`src/rtl/exec_trace_pkg.sv`:
```
// exec_trace_pkg
// Shared types and constants for the execution trace monitor.
//   state_t        : monitor FSM states
//   KIND_REG/STORE : record kind bit
//   TS_W           : width of the optional trailing timestamp field
//   rec_width()    : width of one packed trace record
// Build option: TRACE_TIMESTAMP_EN appends cycle_count[15:0] to each record.
package exec_trace_pkg;

   typedef enum logic [1:0] {
      ST_IDLE      = 2'd0,
      ST_RUN       = 2'd1,
      ST_HALTED    = 2'd2,
      ST_TIMED_OUT = 2'd3
   } state_t;

   localparam logic KIND_REG   = 1'b0;
   localparam logic KIND_STORE = 1'b1;
   localparam int   TS_W       = 16;

`ifdef TRACE_TIMESTAMP_EN
   localparam int TS_EXTRA_W = TS_W;
`else
   localparam int TS_EXTRA_W = 0;
`endif

   // {kind, addr, data[, timestamp]}
   function automatic int rec_width(input int daddr_w, input int data_w);
      return 1 + daddr_w + data_w + TS_EXTRA_W;
   endfunction

endpackage

```
`src/rtl/trace_fifo_dual_push.sv`:
```
// trace_fifo_dual_push
// FIFO accepting up to two pushes (a then b) and one pop per cycle.
// Ports:
//   clock, reset           : clock, asynchronous active-low reset
//   push_a/data_a          : first write of the cycle
//   push_b/data_b          : second write, honoured only together with push_a
//   pop                    : remove head (ignored when empty)
//   head_data, head_valid  : current head (zero while empty)
//   free_count             : free slots before this cycle's pop/push
// The caller must never push more entries than free_count + pop.
module trace_fifo_dual_push #(
   parameter int WIDTH = 8,
   parameter int DEPTH = 16
) (
   input  logic                     clock,
   input  logic                     reset,
   input  logic                     push_a,
   input  logic [WIDTH-1:0]         data_a,
   input  logic                     push_b,
   input  logic [WIDTH-1:0]         data_b,
   input  logic                     pop,
   output logic [WIDTH-1:0]         head_data,
   output logic                     head_valid,
   output logic [$clog2(DEPTH):0]   free_count
);

   localparam int AW = $clog2(DEPTH);
   localparam logic [AW:0]   PTR_ONE = (AW+1)'(1);
   localparam logic [AW:0]   PTR_TWO = (AW+1)'(2);
   localparam logic [AW-1:0] IDX_ONE = AW'(1);
   localparam logic [AW:0]   DEPTH_V = (AW+1)'(DEPTH);

   logic [WIDTH-1:0] mem [DEPTH];
   logic [AW:0]      wr_ptr_reg, rd_ptr_reg;
   logic [AW-1:0]    wr_idx_a, wr_idx_b;
   logic             empty, full;

   assign wr_idx_a = wr_ptr_reg[AW-1:0];
   assign wr_idx_b = wr_idx_a + IDX_ONE;

   // Extra pointer MSB distinguishes full from empty when the indices match.
   assign empty = (wr_ptr_reg == rd_ptr_reg);
   assign full  = (wr_ptr_reg[AW] != rd_ptr_reg[AW]) &&
                  (wr_ptr_reg[AW-1:0] == rd_ptr_reg[AW-1:0]);

   assign free_count = full ? '0 : (DEPTH_V - (wr_ptr_reg - rd_ptr_reg));
   assign head_valid = !empty;
   assign head_data  = empty ? '0 : mem[rd_ptr_reg[AW-1:0]];

   always_ff @(posedge clock or negedge reset) begin
      if (!reset) begin
         wr_ptr_reg <= '0;
         rd_ptr_reg <= '0;
      end else begin
         if (pop && !empty)
            rd_ptr_reg <= rd_ptr_reg + PTR_ONE;
         if (push_a && push_b)
            wr_ptr_reg <= wr_ptr_reg + PTR_TWO;
         else if (push_a)
            wr_ptr_reg <= wr_ptr_reg + PTR_ONE;
      end
   end

   always_ff @(posedge clock) begin
      if (push_a)
         mem[wr_idx_a] <= data_a;
      if (push_a && push_b)
         mem[wr_idx_b] <= data_b;
   end

endmodule

```
`src/rtl/exec_trace_monitor.sv`:
```
// exec_trace_monitor
// Snoops the register-file write port and dmem store port, packs events into
// trace records, buffers them and drains them over a valid/ready stream.
// Also flags program halt (PC stuck) and run timeout.
// Ports:
//   clock, reset (async, active-low), enable (arm monitor), pc
//   wren/address_dmem/data        : dmem store port
//   rf_we/rf_waddr/rf_wdata       : register-file write port
//   trace_valid/trace_ready/trace_data : record stream {kind, addr, data[, ts]}
//   halted, timed_out             : level status flags
//   cycle_count, drop_count       : RUN cycles, records lost (saturating)
// Build option: TRACE_TIMESTAMP_EN adds cycle_count[15:0] to every record.
module exec_trace_monitor
   import exec_trace_pkg::*;
#(
   parameter int PC_W           = 12,
   parameter int DADDR_W        = 12,
   parameter int DATA_W         = 32,
   parameter int DEPTH          = 16,
   parameter int HALT_CYCLES    = 8,
   parameter int TIMEOUT_CYCLES = 50
) (
   input  logic                                     clock,
   input  logic                                     reset,
   input  logic                                     enable,
   input  logic [PC_W-1:0]                          pc,
   input  logic                                     wren,
   input  logic [DADDR_W-1:0]                       address_dmem,
   input  logic [DATA_W-1:0]                        data,
   input  logic                                     rf_we,
   input  logic [4:0]                               rf_waddr,
   input  logic [DATA_W-1:0]                        rf_wdata,
   output logic                                     trace_valid,
   input  logic                                     trace_ready,
   output logic [rec_width(DADDR_W, DATA_W)-1:0]    trace_data,
   output logic                                     halted,
   output logic                                     timed_out,
   output logic [31:0]                              cycle_count,
   output logic [15:0]                              drop_count
);

   localparam int REC_W   = rec_width(DADDR_W, DATA_W);
   localparam int AW      = $clog2(DEPTH);
   localparam int STALL_W = $clog2(HALT_CYCLES + 1);
   localparam logic [AW+1:0] AVAIL_ONE = (AW+2)'(1);
   localparam logic [AW+1:0] AVAIL_TWO = (AW+2)'(2);

   state_t             state_reg, state_next;
   logic [PC_W-1:0]    pc_prev_reg;
   logic [STALL_W-1:0] stall_reg;
   logic [31:0]        cycle_reg;
   logic [15:0]        drop_reg;

   logic               in_run, start, pc_same, halt_hit, timeout_hit;
   logic               store_ev, reg_ev, pop;
   logic [AW:0]        free_count;
   logic [AW+1:0]      avail;
   logic               push_a, push_b;
   logic [REC_W-1:0]   data_a, store_rec, reg_rec;
   logic [1:0]         drops;
   logic [16:0]        drop_sum;
   logic [15:0]        drop_sat;

   assign in_run      = (state_reg == ST_RUN);
   assign start       = (state_reg == ST_IDLE) && enable;
   assign pc_same     = (pc == pc_prev_reg);
   assign halt_hit    = in_run && pc_same && (stall_reg == STALL_W'(HALT_CYCLES - 1));
   assign timeout_hit = in_run && (cycle_reg == 32'(TIMEOUT_CYCLES - 1));

   // ---------------- FSM ----------------
   always_ff @(posedge clock or negedge reset) begin
      if (!reset)
         state_reg <= ST_IDLE;
      else
         state_reg <= state_next;
   end

   always_comb begin
      state_next = state_reg;
      if (!enable) begin
         state_next = ST_IDLE;
      end else begin
         case (state_reg)
            ST_IDLE: state_next = ST_RUN;
            ST_RUN: begin
               // Halt takes priority over a coincident timeout.
               if (halt_hit)
                  state_next = ST_HALTED;
               else if (timeout_hit)
                  state_next = ST_TIMED_OUT;
            end
            default: state_next = state_reg;
         endcase
      end
   end

   // ---------------- record packing / push arbitration ----------------
`ifdef TRACE_TIMESTAMP_EN
   assign store_rec = {KIND_STORE, address_dmem, data, cycle_reg[TS_W-1:0]};
   assign reg_rec   = {KIND_REG, DADDR_W'(rf_waddr), rf_wdata, cycle_reg[TS_W-1:0]};
`else
   assign store_rec = {KIND_STORE, address_dmem, data};
   assign reg_rec   = {KIND_REG, DADDR_W'(rf_waddr), rf_wdata};
`endif

   assign store_ev = in_run && wren;
   assign reg_ev   = in_run && rf_we && (rf_waddr != 5'd0);
   assign pop      = trace_valid && trace_ready;

   // A same-cycle pop frees its slot before we decide what fits.
   assign avail = {1'b0, free_count} + {{(AW+1){1'b0}}, pop};

   always_comb begin
      push_a = 1'b0;
      push_b = 1'b0;
      data_a = store_rec;
      drops  = 2'd0;
      if (store_ev && reg_ev) begin
         if (avail >= AVAIL_TWO) begin
            push_a = 1'b1;
            push_b = 1'b1;
         end else if (avail == AVAIL_ONE) begin
            push_a = 1'b1;
            drops  = 2'd1;
         end else begin
            drops  = 2'd2;
         end
      end else if (store_ev || reg_ev) begin
         data_a = store_ev ? store_rec : reg_rec;
         if (avail != '0)
            push_a = 1'b1;
         else
            drops = 2'd1;
      end
   end

   assign drop_sum = {1'b0, drop_reg} + {15'd0, drops};
   assign drop_sat = drop_sum[16] ? 16'hFFFF : drop_sum[15:0];

   // ---------------- counters ----------------
   always_ff @(posedge clock or negedge reset) begin
      if (!reset) begin
         pc_prev_reg <= '0;
         stall_reg   <= '0;
         cycle_reg   <= '0;
         drop_reg    <= '0;
      end else begin
         pc_prev_reg <= pc;
         if (start) begin
            stall_reg <= '0;
            cycle_reg <= '0;
            drop_reg  <= '0;
         end else if (in_run) begin
            cycle_reg <= cycle_reg + 32'd1;
            stall_reg <= pc_same ? stall_reg + STALL_W'(1) : '0;
            drop_reg  <= drop_sat;
         end
      end
   end

   trace_fifo_dual_push #(
      .WIDTH (REC_W),
      .DEPTH (DEPTH)
   ) u_fifo (
      .clock      (clock),
      .reset      (reset),
      .push_a     (push_a),
      .data_a     (data_a),
      .push_b     (push_b),
      .data_b     (reg_rec),
      .pop        (pop),
      .head_data  (trace_data),
      .head_valid (trace_valid),
      .free_count (free_count)
   );

   assign halted      = (state_reg == ST_HALTED);
   assign timed_out   = (state_reg == ST_TIMED_OUT);
   assign cycle_count = cycle_reg;
   assign drop_count  = drop_reg;

endmodule
```
`config.mk`:
```
export PLATFORM = sky130hd
export DESIGN_NAME = exec_trace_monitor
export DESIGN_NICKNAME = d
export VERILOG_FILES = /design/src/rtl/exec_trace_pkg.sv /design/src/rtl/trace_fifo_dual_push.sv /design/src/rtl/exec_trace_monitor.sv
export SDC_FILE = /design/constraint.sdc
export NUM_CORES = 2
export LEC_CHECK = 0
export BUFFER_PORTS_ARGS = -buffer_cell sky130_fd_sc_hd__buf_2
export CORE_ASPECT_RATIO = 0.5
export CORE_MARGIN = 1
export CORE_UTILIZATION = 30
export DETAILED_ROUTE_END_ITERATION = 12
export PLACE_DENSITY = 0.48
export SETUP_SLACK_MARGIN = 0.1
export SYNTH_ARGS = -nofsm -noshare
export SYNTH_HDL_FRONTEND = slang
export SYNTH_HIERARCHICAL = 1
export SYNTH_SLANG_ARGS = --single-unit
```
`constraint.sdc`:
```
create_clock -name clock -period 6.8 [get_ports clock]
set_input_delay 1.02 -clock clock [delete_from_list [all_inputs] [get_ports clock]]
set_output_delay 1.02 -clock clock [all_outputs]
set_load 0.005 [all_outputs]
```
# Word level (Yosys, flattened, before mapping)
# Memory sizes are Yosys's and may differ from the RTL's.
# Cells that the tools add are included.
totals:
  ff_bits: 76
  word_cells: 86
  ramBits: 720
  memories: 1
  out_inout_bits: 96
  input_bits: 99
memory_table:
  columns: ["memory", "words", "word_bits", "read_ports", "rd_ports_with_merged_regs", "wr", "line_no", "text"]
  rows:
  - ["u_fifo.mem", 16, 45, 1, 0, 2, "trace_fifo_dual_push.sv:33", "logic [WIDTH-1:0] mem [DEPTH];"]
classes:
  n_reduce_logical: 20
  add_sub_neg: 10
  n_eq_ne: 12
  magnitude_cmp: 1
  mux: 35
op_table:
  columns: ["operator", "n"]
  rows:
  - ["$mux W45", 4]
  - ["$mux W32", 2]
  - ["$mux W16", 3]
  - ["$add A32 B1 Y32 const B", 1]
  - ["$eq A32 B6 Y1 const B", 1]
  - ["$add A16 B2 Y17", 1]
  - ["$mux W5", 3]
  - ["$mux W1", 13]
  - ["$eq A12 B12 Y1", 1]
  - ["$logic_and A1 B1 Y1", 12]
  - ["$mux W2", 6]
  - ["$mux W4", 3]
  - ["$add A5 B1 Y5 const B", 2]
  - ["$add A4 B1 Y4 const B", 2]
  - ["$add A5 B1 Y6", 1]
  - ["$eq A6 B1 Y1 const B", 1]
  - ["$ge A6 B2 Y1 const B", 1]
  - ["$reduce_bool A6 Y1", 1]
  - ["$add A5 B2 Y5 const B", 1]
  - ["$eq A5 B5 Y1", 1]
  - ["$reduce_bool A5 Y1", 1]
  - ["$sub A5 B5 Y5", 1]
  - ["$sub A5 B5 Y5 const A", 1]
  - ["$eq A2 B2 Y1 const B", 2]
  - ["other kinds (12)", 13]

# Depth between registers and ports, before layout
depth:
  depth_word: 12
  ltp_mapped: 22
  mapped_depth_nobuf: 18

# Hierarchy
# The synthesis kept the hierarchy.
by_module_without_submodules:
  columns: ["module", "seq_area_each_um2", "instances", "area_per_inst_um2", "cells_per_inst"]
  rows:
  - ["trace_fifo_dual_push", 21871.0, 1, 37980.2, 2206]
  - ["exec_trace_monitor", 1651.6, 1, 4047.6, 394]

# Worst setup path after synthesis
# No wires, ideal clock.
synth_path:
  path_type: "register -> register"
  start: "register u_fifo.rd_ptr_reg[0]"
  end: "memory u_fifo/mem[10][0] (netlist name) (enable)"
  slack_ns: -0.760
  setup_ns: 0.510
  t_required_ns: 6.290
  path_stages_with_launch: 20
  synth_period_minus_slack_ns: 7.560
  path_buffers: 6
  t_arrival_ns: 7.050
  cell_sequence: "dfrtp_1 > inv_1 > clkbuf_1 > buf_1 > ha_1 > and4_1 > clkbuf_1 > nand2_1 > clkbuf_1 > and2_1 > ha_1 > ha_1 > nor2_1 > o21ai_0 > nor2_1 > nor3_1 > buf_2 > clkbuf_1 > nand3_1 > o21ai_0"
synth_rtl:
  columns: ["element", "line_no", "text"]
  rows:
  - ["start, declared", "trace_fifo_dual_push.sv:34", "logic [AW:0] wr_ptr_reg, rd_ptr_reg;"]
  - ["start signal, assigned", "trace_fifo_dual_push.sv:56", "rd_ptr_reg <= rd_ptr_reg + PTR_ONE;"]
  - ["end, declared", "trace_fifo_dual_push.sv:33", null]

==> impl_metrics.tcl <==
set metrics [dict create \
    tritoncts "done" \
    final_nets 2858 \
    pre_cts_ws_ps 1450 \
    yosysTopAreaCell "edfxtp_1" \
    max-vdd-ir-drop_v 0.000238 \
    synthFlopType "edfxtp_1" \
    setup_viol 0 \
    ys_ff_latch 796 \
    crit_path_frequent_cell "ha_1" \
    cts_hold_buffers 0 \
    fin_ws_ps 1370 \
    start_util_pct 30.5 \
    drc 0 \
    max_stage_delay_ps 950 \
    cts_sinks 796 \
    finClkSkew_ps 27.2 \
    gp_congestion 0.745 \
    synthCells 2600 \
    firstDrtPassIters 5 \
    critPathLaunch "u_fifo/wr_ptr_reg[2]" \
    place_hpwl_mm 67.2 \
    ctsResizeCount 0 \
    r2r_slack_ps 1370 \
    grt_first_pass_wirelength_mm 188 \
    crit_buf_inv 2 \
    yosysSeqAreaShare_pct 56.0 \
    regMostFlops "u_fifo/mem" \
    htreeDepth 3 \
    post_dp_cell_area_sq_um 44900 \
    port_buffers 194 \
    drive_above_1_share_pct 49.0 \
    p_leak_nw 16.7 \
    status "completed" \
    synth_top_area_share_pct 51.4 \
    cp_slowest_cell "nand2_4" \
    largest_reg_flops 720 \
    placement_rows 96 \
    cts_buffers 85 \
    routed_wl_mm 131 \
    vias 24300 \
    pin_count 195 \
    fin_crit_sh_pct 79.8 \
    cap_viol_max_count 0 \
    synthTopCellsByArea "edfxtp_1, mux2_2, mux4_2" \
    fill_cells 13300 \
    synth-async-reset-ratio_pct 9.55 \
    syn_area_per_cell_sq_um 16.2 \
    timing.rr.start "u_fifo/wr_ptr_reg[2]" \
    hp-class "in -> reg" \
    hold_ws_ps 479 \
    clock_path_buffers 3 \
    crit_family "simple AND/OR/NAND/NOR gates" \
    wl_per_cell_microns 28.2 \
    clock-root-buffer "clkbuf_16" \
    rsz0062_at_grt "false" \
    path_cells "inv_1, ha_1, and4_1, nand2_4, and2_1, ha_1, ha_1, nand2_1, a21oi_1, o21ai_0, nor2_1, nor3_2, buf_4, nand3_1, nand2b_4, nand2_4" \
    grt_use_total_pct 18.3 \
    worstMarginPinSlew_ps 1190 \
    required_ps 7110 \
    cts_setup_buffers 0 \
    synth_edf_count 720 \
    antenna_left 0 \
    cts.reportedPaths.clkPinSlew_ps 60 \
    period_minus_slack_ps 5430 \
    crit_fanout 45 \
    worst_setup_path_start_kind "flip-flop" \
    vias_per_cell 5.22 \
    area_growth_pct 13.3 \
    synth_cell_types 65 \
    core_sq_um 138000 \
    fmax_ghz 0.184 \
    drt-initial-drc-count 1995 \
    die_h_microns 267 \
    grt_max_degree 98 \
    die_area_sq_um 142000 \
    p_per_area_nw_per_um2 339 \
    yosysWarnings 6 \
    grt_pass1_vias 25100 \
    antenna_found_initial 11 \
    critPathArrivalTime_ps 5740 \
    end_kind "flip-flop" \
    die_w_microns 531 \
    grt_overflow_total 0 \
    synth_area_sq_um 42000 \
    worstHoldStart "pc[6]" \
    relSlewSlack_pct 20.6 \
    clock_latency_ps 700 \
    fin_area_sq_um 47600 \
    report.final.slew_viol_count 0 \
    worstSetupPathType "reg -> reg" \
    hold_violations 0 \
]
[metal layers]
metal / share of wire (%) / vias to the layer above / wire length, microns / GRT usage [%]
met5: 0.024 / - / 32 / 0
met4: 2.0 / 6 / 2610 / 4.09
met3: 5.5 / 159 / 7170 / 3.17
met2: 46 / 659 / 61100 / 29.3
met1: 46 / 13000 / 60600 / 25.8
li1: - / 10500 / - / -
[worst paths after layout]
check	to	cells past startpoint
setup reg to reg	u_fifo/mem[8][23]	16
min in group asynchronous	cycle_count[23]	1
max in group asynchronous	u_fifo/rd_ptr_reg[3]	1
hold reg to reg	u_fifo/wr_ptr_reg[4]	1
setup / recovery	u_fifo/mem[8][23]	16
hold / removal	pc_prev_reg[6]	1
[final cells by class]
cell class              count  area [sq um]  share of cell area [%]
clock inverters            38           383                   0.804
diodes                      2          5.00                  0.0105
inverters                  15          57.6                   0.121
clock buffers             113          2350                    4.93
flip-flops and latches    796         23500                    49.4
well taps                1862          2330                    4.89
repair buffers            240          1410                    2.95
multi-input cells        1598         17600                    36.9
[report_power, final]
group	leakage [nW]	switching, mW	internal (mW)
registers	7.49	0.176	5.84
logic	7.91	3.13	2.28
clock network	1.33	2.10	2.60
total	16.7	5.40	10.7
[synth_stat cells, types with 13 or more instances]
cell      number
and3_1        14
nor3_1        14
o21ai_0       29
mux2_2       629
mux4_2       180
dfrtp_1       76
mux2_1        26
and2_1        13
mux2_4       148
buf_2         67
nand2_1       91
a21oi_1       13
xor2_1        14
clkbuf_1     137
inv_1         15
mux2i_1       15
nand3_1      171
buf_6         34
nor2_1        25
ha_1          21
edfxtp_1     720
[cells by family (layout without fill, tap and decap cells)]
kind of cell | count (synthesis) | count (layout) | share of synthesized area (%)
AOI/OAI and AO/OA | 99 | 99 | 1.59
DFF | 796 | 796 | 56.0
xor gates and xnor gates | 26 | 26 | 0.542
buffers and inverters | 261 | 406 | 3.28
adders and majority gates | 23 | 23 | 0.720
and+or+nand+nor | 396 | 396 | 5.05
muxes | 998 | 998 | 32.8
other | 1 | 58 | 0.00892
[placed cells by master (no fill, tap or decap), drive strengths merged, types with 14 or more instances in the layout]
cell type  Yosys  final
mux4         180    180
mux2i         15     15
clkbuf       138    113
mux2         803    803
ha            21     21
dfrtp         76     76
nand3        171    171
a21oi         14     14
inv           15     18
clkinv         0     29
nor3          16     16
and3          14     14
conb           1     56
nor2          33     33
o21ai         30     30
xor2          14     14
buf          108    240
nand2         91     91
nand4         14     14
edfxtp       720    720
[metrics by stage]
| stage | utilization, % | TNS, ps | power [mW] | cells |
|---|---|---|---|---|
| 2_1_floorplan | - | -68380 | 9.55 | 2655 |
| 3_3_place_gp | 32.5 | 0 | 11.6 | 4511 |
| 5_1_grt | 34.5 | 0 | 16.8 | 4662 |
| 6_report | 34.5 | 0 | 16.1 | 4664 |
| 3_5_place_dp | 32.5 | 0 | 11.6 | 4511 |
| 4_1_cts | 34.5 | 0 | 16.4 | 4662 |
No activity file was read; power rests on OpenSTA's default activity.
